<file path="config.mk">
export PLATFORM = sky130hd
export DESIGN_NAME = ps2_host_tx
export DESIGN_NICKNAME = d
export VERILOG_FILES = /design/src/rtl/ps2_pkg.sv /design/src/rtl/ps2_clk_filter.sv /design/src/rtl/ps2_host_tx.sv
export SDC_FILE = /design/constraint.sdc
export NUM_CORES = 1
export LEC_CHECK = 0
export ABC_AREA = 1
export CAP_MARGIN = 20
export CORE_MARGIN = 1.5
export CORE_UTILIZATION = 50
export DETAILED_ROUTE_END_ITERATION = 10
export PLACE_DENSITY = 0.67
export SYNTH_ARGS = -nofsm -noshare
export SYNTH_HDL_FRONTEND = slang
export SYNTH_SLANG_ARGS = --single-unit
</file>
<file path="constraint.sdc">
create_clock -name C -period 3.4 [get_ports C]
set_input_delay 0.51 -clock C [delete_from_list [all_inputs] [get_ports C]]
set_output_delay 0.51 -clock C [all_outputs]
set_load 0.05 [all_outputs]
</file>
<file path="src/rtl/ps2_pkg.sv">
`default_nettype none
// ============================================================================
//  Module      : ps2_pkg
//  Description : Shared types and constants for the PS/2 host transmit path
//                and its clock conditioning.
//  Revision    : 1.0 - initial release
// ============================================================================
package ps2_pkg;

    typedef enum logic [2:0] {
        IDLE     = 3'd0,
        INHIBIT  = 3'd1,
        RTS      = 3'd2,
        SEND     = 3'd3,
        ACK      = 3'd4,
        WAITIDLE = 3'd5
    } state_t;

    // Frame shape: 8 data bits, then parity, then stop on the 10th fall
    localparam int DATA_BITS = 8;
    localparam int STOP_FALL = 10;

    // Default timing at a 100 MHz system clock
    localparam int DEF_INHIBIT_CYCLES = 12000;
    localparam int DEF_RTS_CYCLES     = 200;
    localparam int DEF_TIMEOUT_CYCLES = 2000000;
    localparam int DEF_FILTER_LEN     = 8;

    // Largest of three values, used to size the shared phase/timeout counter
    function automatic int max3(input int a, input int b, input int c);
        int m;
        m = (a > b) ? a : b;
        return (m > c) ? m : c;
    endfunction

endpackage
`default_nettype wire

</file>
<file path="src/rtl/ps2_clk_filter.sv">
`default_nettype none
// ============================================================================
//  Module      : ps2_clk_filter
//  Description : Synchronizes the raw PS/2 clock, rejects glitches shorter
//                than FILTER_LEN samples and emits a 1-cycle fall pulse.
//  Revision    : 1.0 - initial release
// ============================================================================
module ps2_clk_filter #(
    parameter int FILTER_LEN = 8
) (
    input  logic clk,
    input  logic rst,
    input  logic i_ps2c,
    output logic o_clk_filt,
    output logic o_fall
);

    localparam int              CW     = (FILTER_LEN > 1) ? $clog2(FILTER_LEN) : 1;
    localparam logic [CW-1:0]   c_last = CW'(FILTER_LEN - 1);

    logic          r_meta;
    logic          r_sync;
    logic          r_filt;
    logic          r_fall;
    logic [CW-1:0] r_cnt;

    // Two-flop synchronizer; idles high like the released line
    always_ff @(posedge clk) begin
        if (rst) begin
            r_meta <= 1'b1;
            r_sync <= 1'b1;
        end else begin
            r_meta <= i_ps2c;
            r_sync <= r_meta;
        end
    end

    // Accept a new level only after FILTER_LEN consecutive disagreeing samples
    always_ff @(posedge clk) begin
        if (rst) begin
            r_filt <= 1'b1;
            r_cnt  <= '0;
            r_fall <= 1'b0;
        end else begin
            r_fall <= 1'b0;
            if (r_sync == r_filt) begin
                r_cnt <= '0;
            end else if (r_cnt == c_last) begin
                r_filt <= r_sync;
                r_cnt  <= '0;
                r_fall <= r_filt;
            end else begin
                r_cnt <= r_cnt + 1'b1;
            end
        end
    end

    assign o_clk_filt = r_filt;
    assign o_fall     = r_fall;

endmodule
`default_nettype wire

</file>
<file path="src/rtl/ps2_host_tx.sv">
`default_nettype none
// ============================================================================
//  Module      : ps2_host_tx
//  Description : PS/2 host-to-device transmitter. Inhibits the bus, issues a
//                request-to-send, shifts one byte plus odd parity out on the
//                device-generated clock and reports DONE, NACK or TOUT.
//  Revision    : 1.0 - initial release
// ============================================================================
module ps2_host_tx
    import ps2_pkg::*;
#(
    parameter int INHIBIT_CYCLES = DEF_INHIBIT_CYCLES,
    parameter int RTS_CYCLES     = DEF_RTS_CYCLES,
    parameter int TIMEOUT_CYCLES = DEF_TIMEOUT_CYCLES,
    parameter int FILTER_LEN     = DEF_FILTER_LEN
) (
    input  logic       C,
    input  logic       R,
    input  logic       START,
    input  logic [7:0] DIN,
    input  logic       PS2C_I,
    input  logic       PS2D_I,
    output logic       PS2C_OE,
    output logic       PS2D_OE,
    output logic       BUSY,
    output logic       DONE,
    output logic       NACK,
    output logic       TOUT
);

    localparam int            CW          = $clog2(max3(INHIBIT_CYCLES, RTS_CYCLES, TIMEOUT_CYCLES)) + 1;
    localparam logic [CW-1:0] c_inh_last  = CW'(INHIBIT_CYCLES - 1);
    localparam logic [CW-1:0] c_rts_last  = CW'(RTS_CYCLES - 1);
    localparam logic [CW-1:0] c_tout_last = CW'(TIMEOUT_CYCLES - 1);
    localparam logic [3:0]    c_last_data = 4'(DATA_BITS);
    localparam logic [3:0]    c_par_fall  = 4'(DATA_BITS + 1);
    localparam logic [3:0]    c_stop_fall = 4'(STOP_FALL);

    state_t        r_state, w_state;
    logic [7:0]    r_data,  w_data;
    logic          r_par,   w_par;
    logic [3:0]    r_bit,   w_bit;
    logic [CW-1:0] r_cnt,   w_cnt;
    logic          r_c_oe,  w_c_oe;
    logic          r_d_oe,  w_d_oe;
    logic          r_busy,  w_busy;
    logic          r_done,  w_done;
    logic          r_nack,  w_nack;
    logic          r_tout,  w_tout;
    logic [3:0]    w_fallno;
    logic          w_clk_filt;
    logic          w_fall;
    logic          r_d_meta, r_d_sync;

    ps2_clk_filter #(
        .FILTER_LEN (FILTER_LEN)
    ) u_clk_filter (
        .clk        (C),
        .rst        (R),
        .i_ps2c     (PS2C_I),
        .o_clk_filt (w_clk_filt),
        .o_fall     (w_fall)
    );

    // Two-flop synchronizer for the data line (used for ACK and idle detect)
    always_ff @(posedge C) begin
        if (R) begin
            r_d_meta <= 1'b1;
            r_d_sync <= 1'b1;
        end else begin
            r_d_meta <= PS2D_I;
            r_d_sync <= r_d_meta;
        end
    end

    // State and datapath registers; all line drives and pulses are registered
    always_ff @(posedge C) begin
        if (R) begin
            r_state <= IDLE;
            r_data  <= '0;
            r_par   <= 1'b0;
            r_bit   <= '0;
            r_cnt   <= '0;
            r_c_oe  <= 1'b0;
            r_d_oe  <= 1'b0;
            r_busy  <= 1'b0;
            r_done  <= 1'b0;
            r_nack  <= 1'b0;
            r_tout  <= 1'b0;
        end else begin
            r_state <= w_state;
            r_data  <= w_data;
            r_par   <= w_par;
            r_bit   <= w_bit;
            r_cnt   <= w_cnt;
            r_c_oe  <= w_c_oe;
            r_d_oe  <= w_d_oe;
            r_busy  <= w_busy;
            r_done  <= w_done;
            r_nack  <= w_nack;
            r_tout  <= w_tout;
        end
    end

    // Next-state logic; one counter serves inhibit, RTS and timeout phases
    always_comb begin
        w_state  = r_state;
        w_data   = r_data;
        w_par    = r_par;
        w_bit    = r_bit;
        w_cnt    = r_cnt;
        w_c_oe   = r_c_oe;
        w_d_oe   = r_d_oe;
        w_busy   = r_busy;
        w_done   = 1'b0;
        w_nack   = 1'b0;
        w_tout   = 1'b0;
        w_fallno = r_bit + 4'd1;

        case (r_state)
            IDLE: begin
                w_c_oe = 1'b0;
                w_d_oe = 1'b0;
                w_busy = 1'b0;
                if (START) begin
                    w_data  = DIN;
                    w_par   = ~^DIN;
                    w_bit   = '0;
                    w_cnt   = '0;
                    w_c_oe  = 1'b1;
                    w_busy  = 1'b1;
                    w_state = INHIBIT;
                end
            end

            INHIBIT: begin
                if (r_cnt == c_inh_last) begin
                    w_cnt   = '0;
                    w_d_oe  = 1'b1;   // start bit
                    w_state = RTS;
                end else begin
                    w_cnt = r_cnt + 1'b1;
                end
            end

            RTS: begin
                if (r_cnt == c_rts_last) begin
                    w_cnt   = '0;
                    w_c_oe  = 1'b0;   // hand the clock to the device
                    w_state = SEND;
                end else begin
                    w_cnt = r_cnt + 1'b1;
                end
            end

            SEND, ACK, WAITIDLE: begin
                if (r_cnt == c_tout_last) begin
                    // Timeout wins over a coincident fall
                    w_tout  = 1'b1;
                    w_busy  = 1'b0;
                    w_c_oe  = 1'b0;
                    w_d_oe  = 1'b0;
                    w_cnt   = '0;
                    w_state = IDLE;
                end else begin
                    w_cnt = w_fall ? '0 : r_cnt + 1'b1;
                    case (r_state)
                        SEND: begin
                            if (w_fall) begin
                                w_bit = w_fallno;
                                if (w_fallno <= c_last_data) begin
                                    w_d_oe = ~r_data[r_bit[2:0]];
                                end else if (w_fallno == c_par_fall) begin
                                    w_d_oe = ~r_par;
                                end else if (w_fallno == c_stop_fall) begin
                                    w_d_oe  = 1'b0;
                                    w_state = ACK;
                                end
                            end
                        end
                        ACK: begin
                            if (w_fall) begin
                                if (!r_d_sync) begin
                                    w_state = WAITIDLE;
                                end else begin
                                    w_nack  = 1'b1;
                                    w_busy  = 1'b0;
                                    w_state = IDLE;
                                end
                            end
                        end
                        WAITIDLE: begin
                            if (w_clk_filt && r_d_sync) begin
                                w_done  = 1'b1;
                                w_busy  = 1'b0;
                                w_state = IDLE;
                            end
                        end
                        default: ;
                    endcase
                end
            end

            default: begin
                w_state = IDLE;
            end
        endcase
    end

    assign PS2C_OE = r_c_oe;
    assign PS2D_OE = r_d_oe;
    assign BUSY    = r_busy;
    assign DONE    = r_done;
    assign NACK    = r_nack;
    assign TOUT    = r_tout;

endmodule
`default_nettype wire

</file>
==> metrics.md, run 1 <==
| Metric | Value |
|---|---|
| Synthesized net count | `496` |
| Tot GR Track Use | `23.1%` |
| Top-area cell type share of the netlist area | `32.6%` |
| Cells after synthesis | `476` |
| Post-route ant nets | `0` |
| Final worst setup slack | `1400 ps` |
| Num rows | `29` |
| Dpl cell area | `3460 sq um` |
| Slowest CP cell | `clkdlybuf4s50_1` |
| TritonCTS clock tree | `built` |
| Final Max Tran Viols | `0` |
| Placement-stage worst setup slack | `1130 ps` |
| Min-delay worst type | `reg2reg` |
| Critical path data required time | `2890 ps` |
| Final setup fails | `0` |
| CP Launch Type | `flop` |
| Max transition margin | `42.4%` |
| Die ar. | `7000 sq um` |
| Die Wd | `83.6 um` |
| Final WL | `7.49 mm` |
| Largest area contributor in the netlist | `dfxtp_1` |
| Synth area leaders | `dfxtp_1, nand2_1, nor2_1` |
| Vias in the first global route | `2831` |
| Peak supply drop | `366 uV` |
| Fin Clk Skew | `12.2 ps` |
| Num Clock Sinks | `53` |
| # port buffers | `18` |
| GP Congestion | `0.900` |
| Hold-fix buffers, CTS | `0` |
| Worst slew pin tran | `862 ps` |
| Post_cts resized | `0` |
| Clock Tree Buf Depth | `2` |
| Synth Register Bits | `53` |
| CP Capture Type | `output pin` |
| Layout cells sized above 1 | `12.4%` |
| Cell area after synthesis | `3250 sq um` |
| Drt drc | `0` |
| # nets final | `509` |
| P per Cell Area | `577 nW/um^2` |
| Yosys warning count | `0` |
| Avg Cell Area, Syn | `6.83 sq um` |
| CTS root buf | `clkbuf_8` |
| Postcts setup bufs | `0` |
| Drt first pass iters | `5` |
| Asr flop ratio synth | `0%` |
| Worst Path Arrival | `1490 ps` |
| FMAX | `500 MHz` |
| Share of the yosys chip area belonging to registers | `32.6%` |
| Crit path buf inv count | `1` |
| Die height | `83.6 um` |
| Post-synth EDFFs | `0` |
| Top Ports | `19` |
| Status | `completed` |
| TNS Setup | `0 ps` |
| Clock slew at reported path FFs | `110 ps` |
| RSZ-0062 raised after global routing | `no` |
| Final instance area | `3550 sq um` |
| Core ar. | `6310 sq um` |
| H-tree Lvls | `2` |
| Largest net degree at the start of global routing | `24` |
| Critical path peak fanout | `2` |
| Delay-heaviest family, CP | `buffers and inverters` |
| Cell variety after synth | `42` |
| Inserted Diodes | `0` |
| Drt wl/cell | `13.2 um` |
| Max-capacitance violation count | `0` |
| Initial antenna violation count | `0` |
| 1st-iter DRT viols | `160` |
| Final hold violation count | `0` |
| TritonCTS Buffers | `5` |
| Pleak | `0.00140 uW` |
| First-pass GRT wire length | `13.3 mm` |
| Vias | `2983` |
| Clk Latency, worst-skew pair | `320 ps` |
| Area Growth Syn to Fin | `9.23%` |
| CP peak stage delay | `810 ps` |
| Post-layout min period | `2000 ps` |
| Initial Util | `51.5%` |
| Congestion Overflow GR | `0` |
| R2r setup slk | `1500 ps` |
| Main synth FF type | `dfxtp_1` |
| Final Util | `56.3%` |
| Cell Chain, Critical Path | `clkdlybuf4s50_1` |
| DPL Wire Length | `5.62 mm` |
| Period utilisation layout | `58.8%` |
| Vias per cell | `5.26` |
| Crit Path Class | `reg2out` |
==> where the power goes <==
group	switching (uW)	internal [uW]	leakage, uW
combinational	610	279	0.000914
clock	236	154	0.0000495
sequential	70.0	700	0.000432
total	916	1130	0.00140
==> synthesized netlist by cell type (7+ instances only) <==
library cell,number
a21oi_1,25
dfxtp_1,53
ha_1,7
inv_1,57
nand2_1,85
nand2_2,15
nand3_1,43
nand4_1,17
nor2_1,65
nor2_2,7
nor3_1,11
o21ai_0,17
==> final timing paths <==
check                                        end  depth (start not counted)                      startpoint
setup / recovery                            BUSY                          1               BUSY$_SDFFE_PP0P_
setup reg to reg         r_state[0]$_SDFFE_PP0P_                         13           r_bit[0]$_SDFFE_PP0P_
hold / removal    u_clk_filter.r_sync$_SDFF_PP1_                          1  u_clk_filter.r_meta$_SDFF_PP1_
hold reg to reg   u_clk_filter.r_sync$_SDFF_PP1_                          1  u_clk_filter.r_meta$_SDFF_PP1_
==> layout make-up <==
cell class | instances | area [sq um]
Inverter | 64 | 244
Fill cell | 643 | 2760
Tap cell | 77 | 96.3
Sequential cell | 53 | 1060
Clock inverter | 3 | 26.3
Timing Repair Buffer | 19 | 188
Clock buffer | 5 | 68.8
Multi-Input combinational cell | 346 | 1870
==> layer usage <==
| metal | up-vias | wire, um | global-route usage (%) |
|---|---|---|---|
| li1 | 1570 | - | - |
| met1 | 1344 | 3850 | 34.2 |
| met2 | 60 | 3210 | 34.1 |
| met3 | 9 | 335 | 4.06 |
| met4 | 0 | 101 | 7.00 |
| met5 | - | 0 | 0 |
==> stage by stage <==
stage / total power [uW] / hold WS (ps) / std cells
after CTS: 2060 / 422 / 567
after floorplan: 1450 / 389 / 476
final: 2050 / 419 / 567
after detailed placement: 1670 / 396 / 559
after global placement: 1660 / 392 / 559
after global routing: 2210 / 442 / 567
==> sequential cells by signal, indices dropped and copies added (netlist names), 3 cells and up <==
name                cells
u_clk_filter.r_cnt      3
r_state                 3
r_cnt                  22
r_bit                   4
r_data                  8
==> kinds of logic after synthesis <==
| group | Yosys count | synth area share [%] |
|---|---|---|
| DFF | 53 | 32.6 |
| adders and majority gates | 7 | 2.69 |
| xor gates and xnor gates | 11 | 2.96 |
| buffers and inverters | 77 | 9.93 |
| AOI/OAI and AO/OA | 58 | 9.89 |
| and+or+nand+nor | 270 | 41.9 |
==> cell usage in the layout, fill, tap and decap left out, types with 4 or more instances in the layout <==
cell / count
or2_2: 5
nor3_2: 6
nand3_1: 43
inv_1: 57
nand2_2: 15
nor2_4: 4
dfxtp_1: 53
nand2_1: 85
clkdlybuf4s50_1: 18
a21oi_1: 25
o21ai_0: 17
clkbuf_8: 5
xnor2_1: 6
nand4_1: 17
nor2_2: 7
xor2_1: 5
inv_2: 4
a22oi_1: 4
nor2_1: 65
ha_1: 7
nor3_1: 11
(Power assumes the default switching activity.)
==> run 2: changes to the inputs <==
--- a/config.mk
+++ b/config.mk
@@ -10,7 +10,7 @@
 export CORE_MARGIN = 1.5
 export CORE_UTILIZATION = 50
 export DETAILED_ROUTE_END_ITERATION = 10
-export PLACE_DENSITY = 0.67
+export PLACE_DENSITY = 0.69
 export SYNTH_ARGS = -nofsm -noshare
 export SYNTH_HDL_FRONTEND = slang
 export SYNTH_SLANG_ARGS = --single-unit
==> constraint.sdc (replaced) <==
create_clock -name C -period 1.8 [get_ports C]
set_input_delay 0.27 -clock C [delete_from_list [all_inputs] [get_ports C]]
set_output_delay 0.27 -clock C [all_outputs]
set_load 0.05 [all_outputs]
==> metrics.md, run 2 (synthesis gave the netlist of run 1 again) <==
| Metric | Value |
|---|---|
| Status | `completed (unchanged)` |
| P per Cell Area | `1110 nW/um^2 (was 577 nW/um^2)` |
| Max-capacitance violation count | `0 (unchanged)` |
| Period utilisation layout | `97.6%` |
| TritonCTS Buffers | `5 (unchanged)` |
| Top Ports | `19 (unchanged)` |
| # nets final | `538 (was 509)` |
| Drt wl/cell | `14.3 um (was 13.2 um)` |
| GP Congestion | `0.964 (was 0.900)` |
| Final Util | `61.7% (was 56.3%)` |
| Crit path buf inv count | `1 (unchanged)` |
| Inserted Diodes | `0 (unchanged)` |
| CTS root buf | `clkbuf_8 (unchanged)` |
| Clk Latency, worst-skew pair | `320 ps (about the same)` |
| Critical path peak fanout | `2 (unchanged)` |
| Pleak | `0.00159 uW (was 0.00140 uW)` |
| Placement-stage worst setup slack | `-15.4 ps (was 1130 ps)` |
| FMAX | `569 MHz` |
| Most common cell after layout, fill and taps aside | `nand2_1 (unchanged)` |
| Peak supply drop | `489 uV (was 366 uV)` |
| Post-layout min period | `1760 ps` |
| Clock slew at reported path FFs | `110 ps (about the same)` |
| R2r setup slk | `70 ps (was 1500 ps)` |
| Final Max Tran Viols | `0 (unchanged)` |
| Clock Tree Buf Depth | `2 (unchanged)` |
| Initial Util | `51.5% (unchanged)` |
| Final WL | `8.51 mm (was 7.49 mm)` |
| Core ar. | `6310 sq um (unchanged)` |
| H-tree Lvls | `2 (unchanged)` |
| Cell Chain, Critical Path | `clkdlybuf4s50_1 (unchanged)` |
| Layout cells sized above 1 | `20.6% (was 12.4%)` |
| Critical path data required time | `1530 ps (was 2890 ps)` |
| RSZ-0062 raised after global routing | `yes (was no)` |
| Final instance area | `3890 sq um (was 3550 sq um)` |
| CP Capture Type | `output pin (unchanged)` |
| Total Power | `4300 uW (was 2050 uW)` |
| Vias per cell | `5.45 (was 5.26)` |
| Num Clock Sinks | `53 (unchanged)` |
| DPL Wire Length | `6.29 mm (was 5.62 mm)` |
| Tot GR Track Use | `24.2% (was 23.1%)` |
| Delay-heaviest family, CP | `buffers and inverters (unchanged)` |
| Reg with most FFs | `r_cnt (unchanged)` |
| Drt drc | `0 (unchanged)` |
| Min-delay worst type | `reg2reg (unchanged)` |
| Drt first pass iters | `5 (unchanged)` |
| Post-route ant nets | `0 (unchanged)` |
| TritonCTS clock tree | `built (unchanged)` |
| Vias in the first global route | `2827 (was 2831)` |
| Most frequent cells in the layout | `nand2_1, nor2_1, inv_1, nand3_1, dfxtp_1 (was nand2_1, nor2_1, inv_1, dfxtp_1, nand3_1)` |
| Die height | `83.6 um (unchanged)` |
| 1st-iter DRT viols | `366 (was 160)` |
| CP Launch Type | `flop (unchanged)` |
| Final worst setup slack | `42.4 ps (was 1400 ps)` |
| Num rows | `29 (unchanged)` |
| Die Wd | `83.6 um (unchanged)` |
| Worst slew pin tran | `497 ps (was 862 ps)` |
| Largest regs | `r_cnt x22, r_data x8, r_bit x4 (unchanged)` |
| Die ar. | `7000 sq um (unchanged)` |
| Area Growth Syn to Fin | `19.7% (was 9.23%)` |
| Max transition margin | `66.8% (was 42.4%)` |
| First-pass GRT wire length | `13.8 mm (was 13.3 mm)` |
| CP peak stage delay | `810 ps (about the same)` |
| # port buffers | `18 (unchanged)` |
| Final setup fails | `0 (unchanged)` |
| Max reg flops | `22 (unchanged)` |
| Vias | `3247 (was 2983)` |
| Largest net degree at the start of global routing | `24 (unchanged)` |
| Worst Path Arrival | `1490 ps (about the same)` |
| TNS Setup | `0 ps (unchanged)` |
| Slowest CP cell | `clkdlybuf4s50_1 (unchanged)` |
| Dpl cell area | `3650 sq um (was 3460 sq um)` |
| Congestion Overflow GR | `0 (unchanged)` |
| Crit Path Class | `reg2out (unchanged)` |
| Final hold violation count | `0 (unchanged)` |
| Fin Clk Skew | `13.3 ps (was 12.2 ps)` |
| Initial antenna violation count | `0 (unchanged)` |
-- run 2: stage by stage --
step | hold WS, ps | instances
6_report | 416 | 596
5_1_grt | 432 | 596
4_1_cts | 418 | 589
3_5_place_dp | 395 | 581
3_3_place_gp | 392 | 581
2_1_floorplan | 374 | 476
-- run 2: layer usage --
metal	vias to the layer above	GRT usage, %	part of all wire, %
li1	1632	-	-
met1	1474	37.2	49
met2	119	34.3	42
met3	22	4.25	6.8
met4	0	7.30	1.9
met5	-	0	0
-- run 2: power by group --
group	switching, uW	internal, uW	leakage (uW)
Combinational	1280	731	0.00109
Clock	423	419	0.0000554
Sequential	117	1330	0.000437
Total	1820	2480	0.00159
-- run 2: timing repair --
action / 4_1_cts / 5_1_grt
resized for setup: 1 / 26
setup buffers: 0 / 5
hold buffers: 0 / 0
pin swaps: 0 / 7
gates cloned: 0 / 2
setup endpoints to repair: 10 / 28
-- run 2: path summary, 6_finish.rpt --
path                         startpoint                     to  cells after the start
setup / recovery      BUSY$_SDFFE_PP0P_                   BUSY                      1
setup reg to reg  r_cnt[1]$_SDFFE_PP0P_  r_cnt[3]$_SDFFE_PP0P_                     12
hold / removal      r_d_meta$_SDFF_PP1_    r_d_sync$_SDFF_PP1_                      1
hold reg to reg     r_d_meta$_SDFF_PP1_    r_d_sync$_SDFF_PP1_                      1
-- run 2: layout make-up --
cell class | instances | area (sq um)
repair buffers | 46 | 415
clock buffers | 6 | 72.6
multi-input cells | 348 | 1940
inverters | 64 | 249
fillers | 606 | 2420
clock inverters | 2 | 38.8
flip-flops and latches | 53 | 1080
well taps | 77 | 96.3
==> run 3: changes to the inputs <==
--- a/config.mk
+++ b/config.mk
@@ -10,6 +10,7 @@
 export CORE_MARGIN = 1.5
 export CORE_UTILIZATION = 50
 export DETAILED_ROUTE_END_ITERATION = 10
+export MAX_ROUTING_LAYER = met4
 export PLACE_DENSITY = 0.69
 export SYNTH_ARGS = -nofsm -noshare
 export SYNTH_HDL_FRONTEND = slang
==> metrics.md, run 3 (synthesis gave the netlist of run 1 again) <==
| Metric | Value |
|---|---|
| Hold-fix buffers, CTS | `0 (unchanged)` |
| Die ar. | `7000 sq um (unchanged)` |
| Crit Path Class | `reg2reg (was reg2out)` |
| Largest net degree at the start of global routing | `21 (was 24)` |
| Clock slew at reported path FFs | `110 ps (about the same)` |
| Drt wl/cell | `14.0 um (was 14.3 um)` |
| Drt first pass iters | `5 (unchanged)` |
| Layout cells sized above 1 | `20.9% (was 20.6%)` |
| Slowest CP cell | `dfxtp_4 (was clkdlybuf4s50_1)` |
| Crit path top cell by count | `nand2_4` |
| Period utilisation layout | `96.7% (was 97.6%)` |
| Final hold violation count | `0 (unchanged)` |
| Fin Clk Skew | `9.98 ps (was 13.3 ps)` |
| Max reg flops | `22 (unchanged)` |
| Placement-stage worst setup slack | `14.5 ps (was -15.4 ps)` |
| Total Power | `4180 uW (was 4300 uW)` |
| Core ar. | `6310 sq um (unchanged)` |
| Final instance area | `3850 sq um (was 3890 sq um)` |
| Placed cells | `582 (was 581)` |
| Drt drc | `0 (unchanged)` |
| Most frequent cells in the layout | `nand2_1, nor2_1, inv_1, nand3_1, dfxtp_1 (unchanged)` |
| Clock Tree Buf Depth | `2 (unchanged)` |
| Post-route ant nets | `0 (unchanged)` |
| Critical path data required time | `2010 ps (was 1530 ps)` |
| Largest regs | `r_cnt x22, r_data x8, r_bit x4 (unchanged)` |
| FMAX | `575 MHz (was 569 MHz)` |
| Cell Chain, Critical Path | `ha_4 -> nand2_4 -> inv_2 -> nand2_4 -> nor2_4 -> nand3_4 -> nand2_4 -> nand3_4 -> inv_2 -> nand2_4 -> nor3b_2 (was clkdlybuf4s50_1)` |
| Layout Cells excl Fill | `594 (was 596)` |
| Die Wd | `83.6 um (unchanged)` |
| CP Capture Type | `flop (was output pin)` |
| Delay-heaviest family, CP | `simple AND/OR/NAND/NOR gates (was buffers and inverters)` |
| Peak supply drop | `792 uV (was 489 uV)` |
| Critical path peak fanout | `7 (was 2)` |
| TritonCTS Buffers | `5 (unchanged)` |
| Final Max Tran Viols | `0 (unchanged)` |
| Final worst setup slack | `59.4 ps (was 42.4 ps)` |
| Register Area | `1080 sq um (about the same)` |
| GP Congestion | `1.00 (was 0.964)` |
| CP peak stage delay | `390 ps (was 810 ps)` |
| Max transition margin | `65.9% (was 66.8%)` |
| CTS root buf | `clkbuf_8 (unchanged)` |
| Inserted Diodes | `0 (unchanged)` |
| Status | `completed (unchanged)` |
| CP Launch Type | `flop (unchanged)` |
| Tot GR Track Use | `24.9% (was 24.2%)` |
| Vias per cell | `5.52 (was 5.45)` |
| Max-capacitance violation count | `0 (unchanged)` |
| Min-delay worst type | `reg2reg (unchanged)` |
| # port buffers | `18 (unchanged)` |
| Area Growth Syn to Fin | `18.5% (was 19.7%)` |
| # fillers | `630 (was 606)` |
| First-pass GRT wire length | `13.9 mm (was 13.8 mm)` |
| Vias in the first global route | `2996 (was 2827)` |
| Final setup fails | `0 (unchanged)` |
| RSZ-0062 raised after global routing | `yes (unchanged)` |
| Die height | `83.6 um (unchanged)` |
| Post-layout min period | `1740 ps (was 1760 ps)` |
| Vias | `3280 (was 3247)` |
| TritonCTS clock tree | `built (unchanged)` |
| Clk Latency, worst-skew pair | `320 ps (about the same)` |
| DPL Wire Length | `6.34 mm (was 6.29 mm)` |
| Dpl cell area | `3640 sq um (was 3650 sq um)` |
| 1st-iter DRT viols | `307 (was 366)` |
| Final Util | `61.0% (was 61.7%)` |
| Top Ports | `19 (unchanged)` |
| Final WL | `8.29 mm (was 8.51 mm)` |
| Initial antenna violation count | `0 (unchanged)` |
| Worst slew pin tran | `509 ps (was 497 ps)` |
| Multi-input gate area | `1930 sq um (was 1940 sq um)` |
| Reg with most FFs | `r_cnt (unchanged)` |
| Congestion Overflow GR | `0 (unchanged)` |
| Initial Util | `51.5% (unchanged)` |
| # nets final | `536 (was 538)` |
| Pleak | `0.00157 uW (was 0.00159 uW)` |
| Worst Path Arrival | `1950 ps (was 1490 ps)` |
| H-tree Lvls | `2 (unchanged)` |
| Num rows | `29 (unchanged)` |
| Most common cell after layout, fill and taps aside | `nand2_1 (unchanged)` |
| Num Clock Sinks | `53 (unchanged)` |
| P per Cell Area | `1090 nW/um^2 (was 1110 nW/um^2)` |
| Crit path buf inv count | `2 (was 1)` |
| R2r setup slk | `60 ps (was 70 ps)` |
==> run 3: cell count changes in the layout (fill, tap and decap cells not counted), moves of 2 or more <==
cell     delta
nand2_4     +2
inv_2       +2
inv_4       -2
nand2_2     -2
==> run 3: metrics by stage <==
| stage | setup TNS [ps] | hold slack, ps |
|---|---|---|
| after floorplan | 0 | 374 |
| after global placement | 0 | 392 |
| after detailed placement | 0 | 396 |
| after CTS | 0 | 420 |
| after global routing | -205 | 443 |
| final | 0 | 416 |
==> run 3: metal layers <==
layer / vias up / global-route usage (%) / wire, um
li1: 1631 / - / -
met1: 1505 / 35.7 / 3980
met2: 125 / 35.3 / 3530
met3: 19 / 5.24 / 628
met4: 0 / 7.15 / 155
met5: - / - / 0
==> run 3: cell type report <==
cell class | count | area share (%)
clock inverters | 3 | 0.552
multi-input cells | 347 | 50.2
well taps | 77 | 2.50
inverters | 64 | 6.33
repair buffers | 45 | 10.6
clock buffers | 5 | 1.79
flip-flops and latches | 53 | 28.0
==> run 3: final timing paths <==
kind                            cells past startpoint                      to                   from
worst min register to register                      1     r_d_sync$_SDFF_PP1_    r_d_meta$_SDFF_PP1_
worst max-delay path                               11  r_cnt[14]$_SDFFE_PP0P_  r_cnt[0]$_SDFFE_PP0P_
worst max register to register                     11  r_cnt[14]$_SDFFE_PP0P_  r_cnt[0]$_SDFFE_PP0P_
worst min-delay path                                1     r_d_sync$_SDFF_PP1_    r_d_meta$_SDFF_PP1_
==> run 3: worst reg2reg max path: cells and delay by family, from the launching register on <==
kind,cells,cell delay [ps]
and+or+nand+nor,8,920
buffers and inverters,2,170
DFF,1,390
adders and majority gates,1,150
==> run 3: power by group <==
| part | total, uW | switching (uW) | internal (uW) |
|---|---|---|---|
| Clock | 706 | 429 | 277 |
| Combinational | 2030 | 1260 | 766 |
| Sequential | 1450 | 111 | 1340 |
| Total | 4180 | 1800 | 2380 |
==> run 3: repair_timing <==
action                                  in CTS  in global routing
gates cloned                                 0                  1
pin swaps                                    0                  5
endpoints found under the setup margin       1                 27
hold endpoints to repair                     0                  0
buffers inserted                             0                  3
resized for setup                            1                 27
